[config.mk]
export PLATFORM = sky130hd
export DESIGN_NAME = fix_checksum_stream
export DESIGN_NICKNAME = d
export VERILOG_FILES = /design/src/rtl/fix_pkg.sv /design/src/rtl/fix_dec3_to_bin.sv /design/src/rtl/fix_checksum_stream.sv
export SDC_FILE = /design/constraint.sdc
export NUM_CORES = 1
export LEC_CHECK = 0
export ABC_AREA = 1
export ABC_CLOCK_PERIOD_IN_PS = 6800
export BUFFER_PORTS_ARGS = -buffer_cell sky130_fd_sc_hd__buf_2
export CAP_MARGIN = 20
export CORE_UTILIZATION = 30
export DETAILED_ROUTE_END_ITERATION = 10
export PLACE_DENSITY = 0.52
export SYNTH_ARGS = -nofsm -noshare
export SYNTH_HDL_FRONTEND = slang
export SYNTH_SLANG_ARGS = --single-unit
[constraint.sdc]
create_clock -name clk -period 6.8 [get_ports clk]
set_input_delay 0.34 -clock clk [delete_from_list [all_inputs] [get_ports clk]]
set_output_delay 0.34 -clock clk [all_outputs]
set_load 0.03 [all_outputs]
[src/rtl/fix_pkg.sv]
// Shared constants, state encoding and helpers for the FIX checksum stream checker.
package fix_pkg;

    localparam logic [7:0] SOH        = 8'h01;
    localparam logic [7:0] ASCII_ONE  = 8'h31;
    localparam logic [7:0] ASCII_ZERO = 8'h30;
    localparam logic [7:0] ASCII_NINE = 8'h39;
    localparam logic [7:0] ASCII_EQ   = 8'h3D;

    // Trailer "10=ddd<SOH>" is exactly seven bytes long.
    localparam int unsigned HIST_LEN = 7;
    localparam logic [2:0]  CNT_SAT  = 3'd7;

    // Index 0 holds the newest byte, index HIST_LEN-1 the oldest.
    typedef logic [HIST_LEN-1:0][7:0] hist_t;

    typedef enum logic [1:0] {
        IDLE,
        BODY,
        CALC,
        RESULT
    } state_e;

    function automatic logic is_digit(input logic [7:0] c);
        return (c >= ASCII_ZERO) && (c <= ASCII_NINE);
    endfunction

endpackage

[src/rtl/fix_dec3_to_bin.sv]
// Converts three ASCII decimal digits (most significant first) into a binary value.
module fix_dec3_to_bin
    import fix_pkg::*;
(
    input  logic [7:0] d2,
    input  logic [7:0] d1,
    input  logic [7:0] d0,
    output logic [9:0] value,
    output logic       digit_err
);

    logic [9:0] v2;
    logic [9:0] v1;
    logic [9:0] v0;

    always_comb begin
        digit_err = !(is_digit(d2) && is_digit(d1) && is_digit(d0));
        // For '0'..'9' the low nibble is the digit value.
        v2 = {6'd0, d2[3:0]};
        v1 = {6'd0, d1[3:0]};
        v0 = {6'd0, d0[3:0]};
        value = digit_err ? 10'd0 : (v2 * 10'd100) + (v1 * 10'd10) + v0;
    end

endmodule

[src/rtl/fix_checksum_stream.sv]
// Streams FIX messages, accumulates the mod-256 byte sum and checks it against the
// "10=ddd<SOH>" trailer, reporting one result per message plus ok/error counters.
module fix_checksum_stream
    import fix_pkg::*;
#(
    parameter int unsigned BYTES    = 1,
    parameter int unsigned CNT_W    = 16,
    parameter int unsigned CHECK_EN = 1
) (
    input  logic               clk,
    input  logic               rst,
    input  logic               in_valid_i,
    output logic               in_ready_o,
    input  logic [8*BYTES-1:0] in_data_i,
    input  logic [BYTES-1:0]   in_keep_i,
    input  logic               in_sop_i,
    input  logic               in_eop_i,
    output logic               out_valid_o,
    input  logic               out_ready_i,
    output logic [7:0]         checksum_o,
    output logic [7:0]         rcv_checksum_o,
    output logic               match_o,
    output logic               fmt_err_o,
    output logic [CNT_W-1:0]   ok_cnt_o,
    output logic [CNT_W-1:0]   err_cnt_o
);

    state_e           state_q, state_d;
    logic [7:0]       sum_q;
    logic [2:0]       cnt_q;
    hist_t            hist_q;

    logic [7:0]       chk_q;
    logic [7:0]       rcv_q;
    logic             match_q;
    logic             fmt_q;
    logic             valid_q;
    logic [CNT_W-1:0] ok_q;
    logic [CNT_W-1:0] err_q;

    logic             xfer;
    logic             load;
    logic             abort;
    logic             compute;
    logic             accept;
    logic             ok_inc;
    logic             err_inc;

    logic [7:0]       acc_sum;
    logic [2:0]       acc_cnt;
    hist_t            acc_hist;

    logic [7:0]       hist_sum;
    logic             trailer_ok;
    logic             fmt_c;
    logic [7:0]       chk_c;
    logic [7:0]       rcv_c;
    logic             match_c;
    logic             fmt_out;
    logic [9:0]       dec_val;
    logic             dig_err;

    // Gated by reset so nothing is offered as accepted while the block is held in reset.
    assign in_ready_o = rst && ((state_q == IDLE) || (state_q == BODY));
    assign xfer       = in_valid_i && in_ready_o;

    // Fold this beat's kept lanes, in wire order, into the running message state.
    always_comb begin
        acc_sum  = in_sop_i ? 8'h00 : sum_q;
        acc_cnt  = in_sop_i ? 3'd0 : cnt_q;
        acc_hist = in_sop_i ? '0 : hist_q;
        for (int i = 0; i < BYTES; i++) begin
            if (in_keep_i[i]) begin
                acc_sum  = acc_sum + in_data_i[8*i +: 8];
                if (acc_cnt != CNT_SAT) begin
                    acc_cnt = acc_cnt + 3'd1;
                end
                acc_hist = {acc_hist[HIST_LEN-2:0], in_data_i[8*i +: 8]};
            end
        end
    end

    fix_dec3_to_bin u_dec (
        .d2        (hist_q[3]),
        .d1        (hist_q[2]),
        .d0        (hist_q[1]),
        .value     (dec_val),
        .digit_err (dig_err)
    );

    always_comb begin
        hist_sum = 8'h00;
        for (int i = 0; i < HIST_LEN; i++) begin
            hist_sum = hist_sum + hist_q[i];
        end
        trailer_ok = (cnt_q == CNT_SAT) && (hist_q[6] == ASCII_ONE) &&
                     (hist_q[5] == ASCII_ZERO) && (hist_q[4] == ASCII_EQ) &&
                     (hist_q[0] == SOH);
        fmt_c = !trailer_ok || dig_err || (dec_val > 10'd255);
        if (CHECK_EN != 0) begin
            // Unfilled history slots are zero, so short messages still subtract correctly.
            chk_c   = sum_q - hist_sum;
            rcv_c   = fmt_c ? 8'h00 : dec_val[7:0];
            match_c = !fmt_c && (chk_c == rcv_c);
            fmt_out = fmt_c;
        end else begin
            chk_c   = sum_q;
            rcv_c   = 8'h00;
            match_c = 1'b0;
            fmt_out = 1'b0;
        end
    end

    always_comb begin
        state_d = state_q;
        load    = 1'b0;
        abort   = 1'b0;
        compute = 1'b0;
        accept  = 1'b0;
        unique case (state_q)
            IDLE: begin
                if (xfer && in_sop_i) begin
                    load    = 1'b1;
                    state_d = in_eop_i ? CALC : BODY;
                end
            end
            BODY: begin
                if (xfer) begin
                    load  = 1'b1;
                    abort = in_sop_i;
                    if (in_eop_i) begin
                        state_d = CALC;
                    end
                end
            end
            CALC: begin
                compute = 1'b1;
                state_d = RESULT;
            end
            RESULT: begin
                if (valid_q && out_ready_i) begin
                    accept  = 1'b1;
                    state_d = IDLE;
                end
            end
            default: state_d = IDLE;
        endcase
    end

    assign ok_inc  = accept && ((CHECK_EN == 0) || match_q);
    assign err_inc = abort || (accept && !ok_inc);

    always_ff @(posedge clk or negedge rst) begin
        if (!rst) begin
            state_q <= IDLE;
            sum_q   <= 8'h00;
            cnt_q   <= 3'd0;
            hist_q  <= '0;
            chk_q   <= 8'h00;
            rcv_q   <= 8'h00;
            match_q <= 1'b0;
            fmt_q   <= 1'b0;
            valid_q <= 1'b0;
            ok_q    <= '0;
            err_q   <= '0;
        end else begin
            state_q <= state_d;
            if (load) begin
                sum_q  <= acc_sum;
                cnt_q  <= acc_cnt;
                hist_q <= acc_hist;
            end
            if (compute) begin
                chk_q   <= chk_c;
                rcv_q   <= rcv_c;
                match_q <= match_c;
                fmt_q   <= fmt_out;
            end
            // Result registers settle in CALC; valid follows one cycle into RESULT.
            if (accept) begin
                valid_q <= 1'b0;
            end else if (state_q == RESULT) begin
                valid_q <= 1'b1;
            end
            if (ok_inc && (ok_q != '1)) begin
                ok_q <= ok_q + CNT_W'(1);
            end
            if (err_inc && (err_q != '1)) begin
                err_q <= err_q + CNT_W'(1);
            end
        end
    end

    assign out_valid_o    = valid_q;
    assign checksum_o     = chk_q;
    assign rcv_checksum_o = rcv_q;
    assign match_o        = match_q;
    assign fmt_err_o      = fmt_q;
    assign ok_cnt_o       = ok_q;
    assign err_cnt_o      = err_q;

endmodule
# After elaboration in Yosys (flattened, before gate mapping)
# Cells that the tools add are included.
[word_totals] regBits=120 latch_bits=0 ramBits=0 romBits=0 input_bits=15 out_inout_bits=52 elab_cells=111 n_memories=0
[op_classes] add_sub_neg=13 multipliers=2 div=0 order_cmp=7 n_eq_ne=16 shift=0 mux=25 bitwise=0 reduce_logical=31
[op_table] operator="56-bit two-way mux" count=2
[op_table] operator="8-bit adder" count=7
[op_table] operator="16-bit by 1-bit adder with 16-bit output (second input constant)" count=2
[op_table] operator="16-bit != test (second input constant)" count=2
[op_table] operator="8-bit by 6-bit == test with 1-bit output (second input constant)" count=3
[op_table] operator="8-bit by 6-bit greater-or-equal comparator with 1-bit output (second input constant)" count=3
[op_table] operator="8-bit by 6-bit less-or-equal comparator with 1-bit output (second input constant)" count=3
[op_table] operator="8-bit two-way mux" count=3
[op_table] operator="1-bit logical AND" count=18
[op_table] operator="10-bit by 4-bit adder with 10-bit output" count=1
[op_table] operator="10-bit by 8-bit adder with 10-bit output" count=1
[op_table] operator="10-bit by 8-bit > comparator with 1-bit output (second input constant)" count=1
[op_table] operator="10-bit two-way mux" count=1
[op_table] operator="2-bit two-way mux" count=5
[op_table] operator="1-bit two-way mux" count=9
[op_table] operator="3-bit two-way mux" count=3
[op_table] operator="8-bit by 1-bit == test with 1-bit output (second input constant)" count=1
[op_table] operator="8-bit == test" count=1
[op_table] operator="4-bit by 5-bit multiplier with 8-bit output (second input constant)" count=1
[op_table] operator="2-bit one-hot mux with 4 select lines" count=1
[op_table] operator="8-bit subtractor" count=1
[op_table] operator="4-bit by 3-bit multiplier with 7-bit output (second input constant)" count=1
[op_table] operator="2-bit != test (second input constant)" count=3
[op_table] operator="2-bit == test (second input constant)" count=2
[op_table] operator="12 further kinds" count=19

# Depth between registers and ports, before layout
[depth] ltp_word=11 mapped_depth=23

# Hierarchy
# Synthesis repeated with hierarchy kept, for this count alone.
[unflattened] cells_unflattened=1133 area_unflattened_um2=8894.8
[modules_own_cells] module="fix_checksum_stream" n_inst=1 cells_per_inst=990 area_each_um2=7970.1
[modules_own_cells] module="fix_dec3_to_bin" n_inst=1 cells_per_inst=143 area_each_um2=924.6

# Least setup slack after synthesis
# No wires, ideal clock.
[synth_path] kind="register -> register" from="register hist_q[24] (netlist bit)" to="register match_q (netlist: match_o)" setup_time_ns=0.066 t_arrival_ns=4.219 setup_slack_ns=2.515 path_stages_with_launch=18 path_buffers=0 period_less_slack_ns=4.285 cell_sequence="dfrtp_1 inv_1 fa_1 fa_1 fa_1 inv_1 fa_1 inv_1 fa_1 fa_1 a31o_2 xor2_1 nand4_1 nand2_1 nand2_1 nor2_1 nand3_1 nand2_1"
[synth_via] elab_chain_cells=10 elab_cells_between_ends=22 cone_classes="add/sub (7); mul (1); order compare (3); eq/ne (1); mux (2); reduce/logical (8)"
[synth_rtl] element="from (decl)" line_no="fix_checksum_stream.sv:31" rtl="hist_t hist_q;"
[synth_rtl] element="from (signal assigned)" line_no="fix_checksum_stream.sv:171" rtl="hist_q <= acc_hist;"
[synth_rtl] element="parallel branches: the longest is 9 deep, another holds 10-bit by 8-bit adder with 10-bit output"
[synth_rtl] element="1-bit logical AND (*)" line_no="fix_checksum_stream.sv:104" rtl="match_c = !fmt_c && (chk_c == rcv_c);"
[synth_rtl] element="to (signal assigned)" line_no="fix_checksum_stream.sv:176" rtl="match_q <= match_c;"
[synth_rtl] element="to (decl)" line_no="fix_checksum_stream.sv:35" rtl="logic match_q;"
# Every way passes the cells marked *.
# A chain may end at the register's enable or synchronous reset.

# Worst setup path in the final report
# Same ends and word-level chain as after synthesis.

==> qor.yml <==
layout:
  area_growth_pct: 15.3
  layout.cells.non_filler: 1543
  diodes: 0
  multiInputGateArea_um2: 4990
  drive_gt1_share_pct: 12.3
  regArea_um2: 3000
  nets: 1261
  nFillCells: 2992
die:
  fp-row-count: 62
  core-area_um2: 28800
  start_util_pct: 30.6
  ioPinCount: 67
  die_y_um: 173
  die_x_um: 173
  die_area_um2: 30100
worst_hold_path:
  min_from: "in_data_i[5]"
  hp-class: "primary input to flop"
  whs_path_depth: 3
  hold_end: "hist_q[5]$_DFFE_PN0P_"
sta:
  min_period_ns: 4.56
  slew_violations: 0
  finalSetupTns_ns: 0
  grt_setup_unrepaired: "no"
  finalHoldViolCount: 0
  max_clock_freq_mhz: 219
  max_slew_margin_pct: 39.9
  tightest_slew_ns: 0.901
  setup_viol: 0
  holdWs_ns: 0.190
  finClkSkew_ns: 0.0106
  final.period_utilization_pct: 67.1
global_route:
  grt_pass1_wl_mm: 36.6
  grt_overflow: 0
  antenna_found_initial: 0
  grt_pass1_vias: 6919
  grt_usage_pct: 15.3
  grt_max_degree: 88
placement:
  gp_congestion: 0.822
  dpl.hpwl_mm: 16.0
  io_buffers: 66
  dpl.cell_count: 1510
routing:
  drt_pass1_iterations: 5
  wl_per_cell_um: 14.0
  viasPerCell: 4.65
  drc_errors: 0
  dr.first_iter.drc_count: 463
  routed_wl_mm: 21.6
  via_count: 7172
  ant_nets: 0
synth:
  synth-seq-area-share_pct: 34.1
  avgSynthCellArea_um2: 8.07
  async_flop_share_pct: 100
  synth.distinct_cells: 51
  syn-instance-count: 1092
  netlist.area_leader.share_pct: 34.1
  synthFlopType: "dfrtp_1"
  yosys.area_share.adder_pct: 18.2
  yosysWarnings: 0
  synth-edff-count: 0
  ys_ff_latch: 120
  synth_top_family_by_area: "simple AND/OR/NAND/NOR gates"
  synth_xor_xnor_area_share_pct: 4.87
  synth_compound_area_share_pct: 9.31
  synthMuxAreaShare_pct: 0.369
  synth_area_leaders: "dfrtp_1 (34%), fa_1 (11%), nand2_1 (8.4%)"
  syn_area_um2: 8810
  yosys.area.top_type: "dfrtp_1"
  synth-simple-area-share_pct: 23.8
  synthesis.nets: 1207
setup_path:
  reg2regPathDepth: 17
  r2r_setup_slack_ns: 2.24
  rr_endpoint: "match_o$_DFFE_PN0P_"
  end_kind: "flop"
  timing.rr.start: "hist_q[24]$_DFFE_PN0P_"
  cp_cell_sequence: "inv_1, fa_1, fa_1, fa_1, inv_1, fa_1, inv_1, fa_1, fa_1, a31o_2, xor2_1, nand4_1, nand2_1, nand2_1, nor2_1, nand3_1, nand2_1"
  cp_common_cell: "fa_1"
  crit_type: "flop to flop"
  slowest_stage: "fa_1"
  worst_setup_path_start_kind: "flop"
  required_ns: 7.16
  slowest_delay_ns: 0.57
  cp.arrival_ns: 4.93
  worstPathMaxFanout: 8
clock_tree:
  path_clk_slew_ns: 0.06
  cts-resized-gates: 0
  clockBufferDepth: 2
  clkLatencyLatePin_ns: 0.43
  cts_made_buffers: 17
  cts.htree.levels: 4
  cts_root_buf: "clkbuf_16"
  cts_tree: "yes"
  cts_sinks: 120
run:
  cap_violations: 0
outcome:
  status: "complete, no violations"
[through the flow]
step / util, % / worst slack (ns) / instance area (um^2)
after detailed placement: 33.1 / 2.21 / 9520
final: 35.3 / 2.24 / 10200
after global routing: 35.3 / 1.96 / 10200
after CTS: 35.3 / 2.22 / 10200
after floorplan: - / 2.52 / 8810
after global placement: 33.1 / 2.28 / 9520
[layer usage]
layer / GRT usage, % / routed length [um] / vias up
met4: 3.65 / 223 / 0
met2: 22.6 / 9240 / 121
met5: 0 / 0 / -
met1: 22.7 / 11500 / 3394
li1: - / - / 3640
met3: 3.16 / 699 / 17
[cells by family (layout without fill, tap and decap cells)]
logic type	after synthesis	after routing
AOI/OAI and AO/OA	138	138
xor gates and xnor gates	49	49
adders and majority gates	100	100
buffers and inverters	214	281
DFF	120	120
muxes	3	3
and+or+nand+nor	468	468
[critical path, delay by kind of cell, from the launching register on]
family / cells / cell delay, ns
flip-flops: 1 / 0.49
buffers and inverters: 3 / 0.27
AND/OR/NAND/NOR: 6 / 0.49
XOR/XNOR: 1 / 0.17
adder cells (fa/ha/maj): 6 / 2.83
AO/OA/AOI/OAI: 1 / 0.28
[placed cells by master (no fill, tap or decap), drive strengths merged, types with 35 or more instances in the layout]
cell type / synthesis / layout
inv: 172 / 179
o21ai: 58 / 58
nand2: 203 / 203
nor2: 114 / 114
ha: 53 / 53
dfrtp: 120 / 120
nand3: 117 / 117
fa: 47 / 47
buf: 7 / 72
a31oi: 35 / 35
[worst max-delay path by stage]
stage | startpoint | end | slack [ns] | cells after the start
4_1_cts | hist_q[24]$_DFFE_PN0P_ | match_o$_DFFE_PN0P_ | 2.22 | 17
6_report | hist_q[24]$_DFFE_PN0P_ | match_o$_DFFE_PN0P_ | 2.24 | 17
2_1_floorplan | hist_q[24]$_DFFE_PN0P_ | match_o$_DFFE_PN0P_ | 2.52 | 17
3_5_place_dp | hist_q[24]$_DFFE_PN0P_ | match_o$_DFFE_PN0P_ | 2.21 | 17
3_3_place_gp | hist_q[24]$_DFFE_PN0P_ | match_o$_DFFE_PN0P_ | 2.28 | 17
5_1_grt | hist_q[24]$_DFFE_PN0P_ | match_o$_DFFE_PN0P_ | 1.96 | 18
[layout make-up]
type,instances,area share (%)
Multi-Input combinational cell,758,49.1
Sequential cell,120,29.5
Inverter,176,6.56
Tap cell,384,4.73
Clock buffer,17,4.19
Timing Repair Buffer,73,3.82
Clock inverter,15,2.08
[synthesized netlist by cell type (all sizes together) (20+ instances only)]
master	number
nand3	117
inv	172
dfrtp	120
nor2	114
clkbuf	31
ha	53
xor2	30
nand2	203
nand4	20
o21ai	58
a31oi	35
fa	47
[what timing repair did]
item,CTS,global route
buffers inserted,0,0
hold buffers,1,0
endpoints found under the hold margin,6,0
[sequential cells by signal, summed over array words and instances (netlist names)]
register        flops
checksum_o          8
cnt_q               3
err_cnt_o          16
fmt_err_o           1
hist_q             56
match_o             1
ok_cnt_o           16
out_valid_o         1
rcv_checksum_o      8
state_q             2
sum_q               8
Power is not shown: default switching activity piles up to over one toggle a cycle in this logic, so the estimate is an artifact.
